==> src/rtl/hazard_pkg.sv <==
// Shared types and constants for the ID-stage hazard scoreboard.
// Slot fields are sized for the widest supported AW/TW; narrower values are zero-extended.
package hazard_pkg;

  localparam int HZ_AW_MAX    = 8;
  localparam int HZ_TW_MAX    = 4;

  localparam int FWD_RF       = 0;

  localparam int DEF_NSTAGE   = 3;
  localparam int DEF_AW       = 5;
  localparam int DEF_TW       = 2;
  localparam int DEF_MULT_LAT = 5;
  localparam int DEF_DIV_LAT  = 10;
  localparam int DEF_EPC_ADDR = 14;

  typedef struct packed {
    logic                 valid;
    logic [HZ_AW_MAX-1:0] wa;
    logic [HZ_TW_MAX-1:0] tnew;
    logic                 mtc0;
    logic [HZ_AW_MAX-1:0] c0_wa;
  } hz_slot_t;

  // Tnew counts down by one per stage advanced and parks at zero once the result exists.
  function automatic logic [HZ_TW_MAX-1:0] tnew_dec(input logic [HZ_TW_MAX-1:0] t);
    return (t == '0) ? t : t - 1'b1;
  endfunction

endpackage

==> src/rtl/hazard_scoreboard_md_busy_counter.sv <==
// Mult/div busy down-counter: loads the unit latency on an accepted start,
// then counts to zero; busy while nonzero.
module md_busy_counter
  import hazard_pkg::*;
#(
  parameter int MULT_LAT = DEF_MULT_LAT,
  parameter int DIV_LAT  = DEF_DIV_LAT
) (
  input  logic clk,
  input  logic reset,
  input  logic start,
  input  logic is_div,
  output logic busy
);

  localparam int MAX_LAT = (DIV_LAT > MULT_LAT) ? DIV_LAT : MULT_LAT;
  localparam int CW      = $clog2(MAX_LAT + 1);

  logic [CW-1:0] cnt_q;
  logic [CW-1:0] cnt_d;

  always_comb begin
    cnt_d = cnt_q;
    if (start) begin
      cnt_d = is_div ? CW'(DIV_LAT) : CW'(MULT_LAT);
    end else if (cnt_q != '0) begin
      cnt_d = cnt_q - 1'b1;
    end
  end

  always_ff @(posedge clk) begin
    if (reset) begin
      cnt_q <= '0;
    end else begin
      cnt_q <= cnt_d;
    end
  end

  assign busy = (cnt_q != '0);

endmodule

==> src/rtl/hazard_scoreboard.sv <==
// ID-stage hazard unit: shadow pipeline of in-flight destinations, operand
// stall/forward selection, mult/div busy interlock and eret-after-mtc0-EPC interlock.
module hazard_scoreboard
  import hazard_pkg::*;
#(
  parameter int NSTAGE   = DEF_NSTAGE,
  parameter int AW       = DEF_AW,
  parameter int TW       = DEF_TW,
  parameter int MULT_LAT = DEF_MULT_LAT,
  parameter int DIV_LAT  = DEF_DIV_LAT,
  parameter int EPC_ADDR = DEF_EPC_ADDR,
  localparam int SW      = $clog2(NSTAGE + 1)
) (
  input  logic          clk,
  input  logic          reset,
  input  logic          id_valid,
  input  logic [AW-1:0] id_ra1,
  input  logic [AW-1:0] id_ra2,
  input  logic [TW-1:0] id_tuse1,
  input  logic [TW-1:0] id_tuse2,
  input  logic [AW-1:0] id_wa,
  input  logic [TW-1:0] id_tnew,
  input  logic          id_md_start,
  input  logic          id_md_is_div,
  input  logic          id_md_use,
  input  logic          id_mtc0,
  input  logic [AW-1:0] id_c0_wa,
  input  logic          id_eret,
  input  logic          flush,
  output logic          stall,
  output logic [SW-1:0] fwd_sel1,
  output logic [SW-1:0] fwd_sel2,
  output logic          md_busy
);

  hz_slot_t slot_q [NSTAGE];
  hz_slot_t slot_d [NSTAGE];

  logic          op1_stall;
  logic          op2_stall;
  logic [SW-1:0] sel1;
  logic [SW-1:0] sel2;
  logic          eret_hit;
  logic          md_stall;
  logic          md_start_ok;

  // Scan oldest to youngest so the youngest matching slot overwrites any older one.
  function automatic void op_check(
    input  logic [AW-1:0] ra,
    input  logic [TW-1:0] tuse,
    input  hz_slot_t      s [NSTAGE],
    output logic          stl,
    output logic [SW-1:0] sel
  );
    logic                 hit;
    logic [HZ_TW_MAX-1:0] t;
    int                   idx;
    hit = 1'b0;
    t   = '0;
    idx = 0;
    for (int i = NSTAGE - 1; i >= 0; i--) begin
      if (s[i].valid && (s[i].wa == HZ_AW_MAX'(ra)) && (s[i].wa != '0)) begin
        hit = 1'b1;
        t   = s[i].tnew;
        idx = i;
      end
    end
    stl = hit && (t > HZ_TW_MAX'(tuse));
    sel = (hit && (t == '0)) ? SW'(idx + 1) : SW'(FWD_RF);
  endfunction

  always_comb begin
    op_check(id_ra1, id_tuse1, slot_q, op1_stall, sel1);
    op_check(id_ra2, id_tuse2, slot_q, op2_stall, sel2);

    eret_hit = 1'b0;
    for (int i = 0; i < NSTAGE; i++) begin
      if (slot_q[i].valid && slot_q[i].mtc0 &&
          (slot_q[i].c0_wa == HZ_AW_MAX'(EPC_ADDR))) begin
        eret_hit = 1'b1;
      end
    end

    md_stall = id_md_use && md_busy;
    stall    = id_valid && !flush && !reset &&
               (op1_stall || op2_stall || md_stall || (id_eret && eret_hit));

    fwd_sel1 = reset ? SW'(FWD_RF) : sel1;
    fwd_sel2 = reset ? SW'(FWD_RF) : sel2;

    md_start_ok = id_md_start && id_valid && !stall && !flush;
  end

  // Downstream slots keep moving during a stall; only slot 0 takes a bubble.
  always_comb begin
    for (int i = 0; i < NSTAGE; i++) begin
      slot_d[i] = '0;
    end
    if (!flush) begin
      if (id_valid && !stall) begin
        slot_d[0].valid = 1'b1;
        slot_d[0].wa    = HZ_AW_MAX'(id_wa);
        slot_d[0].tnew  = HZ_TW_MAX'(id_tnew);
        slot_d[0].mtc0  = id_mtc0;
        slot_d[0].c0_wa = HZ_AW_MAX'(id_c0_wa);
      end
      for (int i = 1; i < NSTAGE; i++) begin
        slot_d[i]      = slot_q[i-1];
        slot_d[i].tnew = tnew_dec(slot_q[i-1].tnew);
      end
    end
  end

  always_ff @(posedge clk) begin
    if (reset) begin
      for (int i = 0; i < NSTAGE; i++) begin
        slot_q[i] <= '0;
      end
    end else begin
      slot_q <= slot_d;
    end
  end

  md_busy_counter #(
    .MULT_LAT (MULT_LAT),
    .DIV_LAT  (DIV_LAT)
  ) u_md_busy_counter (
    .clk    (clk),
    .reset  (reset),
    .start  (md_start_ok),
    .is_div (id_md_is_div),
    .busy   (md_busy)
  );

endmodule
==> config.mk <==
export PLATFORM = sky130hd
export DESIGN_NAME = hazard_scoreboard
export DESIGN_NICKNAME = d
export VERILOG_FILES = /design/src/rtl/hazard_pkg.sv /design/src/rtl/hazard_scoreboard_md_busy_counter.sv /design/src/rtl/hazard_scoreboard.sv
export SDC_FILE = /design/constraint.sdc
export NUM_CORES = 1
export LEC_CHECK = 0
export CAP_MARGIN = 15
export CELL_PAD_IN_SITES_DETAIL_PLACEMENT = 1
export CELL_PAD_IN_SITES_GLOBAL_PLACEMENT = 1
export CORE_MARGIN = 3
export CORE_UTILIZATION = 30
export DETAILED_ROUTE_END_ITERATION = 8
export MAX_ROUTING_LAYER = met4
export PLACE_DENSITY = 0.64
export SLEW_MARGIN = 20
export SYNTH_ARGS = -nofsm -noshare
export SYNTH_HDL_FRONTEND = slang
export SYNTH_SLANG_ARGS = --single-unit
export TNS_END_PERCENT = 5
==> constraint.sdc <==
create_clock -name clk -period 13.9 [get_ports clk]
set_clock_uncertainty 0.2 [all_clocks]
set_input_delay 3.475 -clock clk [delete_from_list [all_inputs] [get_ports clk]]
set_output_delay 3.475 -clock clk [all_outputs]
set_load 0.1 [all_outputs]
==> impl_metrics.ini <==
[run_status]
status = complete, no violations

[finish]
ff_latch_area_um2 = 981
postLayoutCoreUtil_pct = 38.8
fin_area_um2 = 3010
syn2layout_area_growth_pct = 25.1
fill_cells = 907
layout-drive-gt1-share_pct = 9.12
layout_commonest_cell = dfxtp_1
most-common-layout-cells = dfxtp_1, clkdlybuf4s50_1, and2_1, xnor2_1, inv_1
multi_input_area_um2 = 1360
antenna-diode-count = 0
fin_cells = 398
nNetsFinal = 338

[timing]
fin_crit_sh_pct = 83.6
slew_viol_final = 0
clock.fmax_mhz = 86.1
min_period_ns = 11.62
finalHoldViolCount = 0
setup_violations = 0
tightestPinTransition_ns = 0.968
slew_headroom_pct = 35.3
rsz0062_at_grt = false
setup_tns_ns = 0

[min_path]
hold-path-endpoint = slot_q[22]
holdCritPathClass = register to register
hp-start = slot_q[44]
holdPathStages = 1

[power_and_ir_drop]
leakage_nw = 1.10
total_power_mw = 0.341
ir_worst_vdd_mv = 0.0413
powerDensity_nw_per_um2 = 113

[yosys]
synth_top_area_share_pct = 40.7
avgSynthCellArea_um2 = 9.52
synth_nets = 296
synth_area_um2 = 2410
synthCells = 253
async_flop_share_pct = 0
synth_area_leaders = dfxtp_1, and2_1, xnor2_1, ha_1, xor2_1
yosysTopAreaCell = dfxtp_1
ys_warn_count = 0
synth-seq-cells = 49
ys.flop_type = dfxtp_1
synthDistinctLibCells = 49
ys_seq_area_share_pct = 40.7
synth-edff-count = 0

[job]
maxCapViolCount = 0

[place]
dpl-instance-area_um2 = 2920
place.detailed.hpwl_um = 4630
dp_cells = 390
io_buffers = 40
gp_congestion = 0.871

[routing]
dr.pass1.iters = 4
drc = 0
routedWlPerCell_um = 14.6
viasPerCell = 4.77
antenna_left = 0
wl_um = 5800
num_vias = 1899
drtIter0Drc = 26

[grt]
overflow = 0
grt_max_degree = 30
antenna_found_initial = 0
grt_pass1_wl_um = 9540
grt_pass1_vias = 1959
track_usage_pct = 14.0

[cts]
cts.sinks = 49
root_buffer = clkbuf_8
numCtsBuffers = 5
cts_tree = built
htreeDepth = 2
cts_resized = 0
cts_hold_buf = 0
clock_path_buffers = 2
insertion_delay_ns = 0.30
path_clk_slew_ns = 0.10
postCtsSetupBuffers = 0

[worst_setup_path]
r2r-start = slot_q[36]
arrival_ns = 7.94
start_kind = input pin
reg2reg_depth = 15
r2r_slack_ns = 9.90
criticalPathCategory = input pin to primary output
worst_r2r_endpoint = u_md_busy_counter.cnt_q[2]
cp-end-kind = primary output
startpoint = id_ra1[2]
cp_max_fo = 3
cp.required_ns = 10.22

[floorplanning]
rows = 32
die_area_um2 = 9140
initial_utilization_pct = 31.0
die_h_um = 95.6
core_region_area_um2 = 7770
die_x_um = 95.6
io-pin-count = 41
power breakdown:
part	internal, mW	switching, mW	total [mW]
clock	0.0378	0.0547	0.0925
combinational	0.0402	0.0531	0.0933
sequential	0.149	0.00674	0.155
synth_stat cells, types with 2 or more instances:
cell type / count
xor2_1: 6
a22oi_1: 2
and2_1: 38
o21ai_0: 6
or4_1: 4
nor2b_1: 2
a22o_1: 2
nor2_1: 11
nor4_2: 2
dfxtp_1: 49
inv_1: 13
a2111oi_0: 2
nand2_1: 12
nor2_2: 2
mux2_1: 2
nand3_1: 3
ha_1: 8
a31o_2: 2
and3_1: 2
xnor2_1: 27
o21a_1: 2
nand4_1: 6
or3_1: 2
a21oi_1: 3
nor3_1: 10
nand4b_1: 4
nor4_1: 3
clkbuf_1: 3
a211oi_1: 5
state kept, by name, summed over array words and instances (netlist names):
name and cells:
slot_q 45, u_md_busy_counter.cnt_q 4
stage by stage:
step	hold WS [ns]	setup slack, ns
floorplan	0.220	0.910
detailed placement	0.239	2.29
global route	0.288	2.00
CTS	0.265	2.27
global placement	0.231	2.35
finish	0.259	2.28
cells by family (layout without fill, tap and decap cells):
group	count (synthesis)	in the layout	share of synthesized area [%]
compound gates	31	31	10.2
xor+xnor	33	33	12.0
fa+ha+maj	8	8	4.16
buf+inv	18	61	3.01
flops	49	49	40.7
mux	5	5	2.44
other cells	1	1	0.156
simple gates	108	108	27.3
worst max-delay path: stages:
cell and delay (ns):
clkdlybuf4s50_1 0.57, xnor2_1 0.15, nand4_1 0.09, or4_1 0.47, nor2_1 0.22, a22oi_1 0.11
o21ai_0 0.32, inv_1 0.09, ha_1 0.27, nand2_1 0.06, o21ai_0 0.13, a22o_1 0.25
and2_1 0.17, o21ai_0 0.23, and3_1 0.19, clkdlybuf4s50_1 1.13
metal layers:
| layer | vias to the layer above | GRT usage (%) | part of all wire [%] |
|---|---|---|---|
| met2 | 45 | 23.0 | 49 |
| met3 | 10 | 4.03 | 5.1 |
| met1 | 890 | 16.6 | 44 |
| li1 | 954 | - | - |
| met5 | - | - | 0 |
| met4 | 0 | 4.15 | 2.0 |
how the worst max path moves through the flow:
stage	endpoint	slack, ns
6_report	stall	2.28
5_1_grt	stall	2.00
4_1_cts	stall	2.27
3_5_place_dp	stall	2.29
3_3_place_gp	stall	2.35
2_1_floorplan	fwd_sel1[1]	0.91
area by class of cell:
type                       count  area share, %
multi-input combinational    186           45.1
clock inverter                 3          0.955
timing repair buffer          40           13.3
inverter                      13           1.62
tap                          102           4.24
sequential                    49           32.6
clock buffer                   5           2.28
Note: power is estimated with default switching activity, not from simulation.
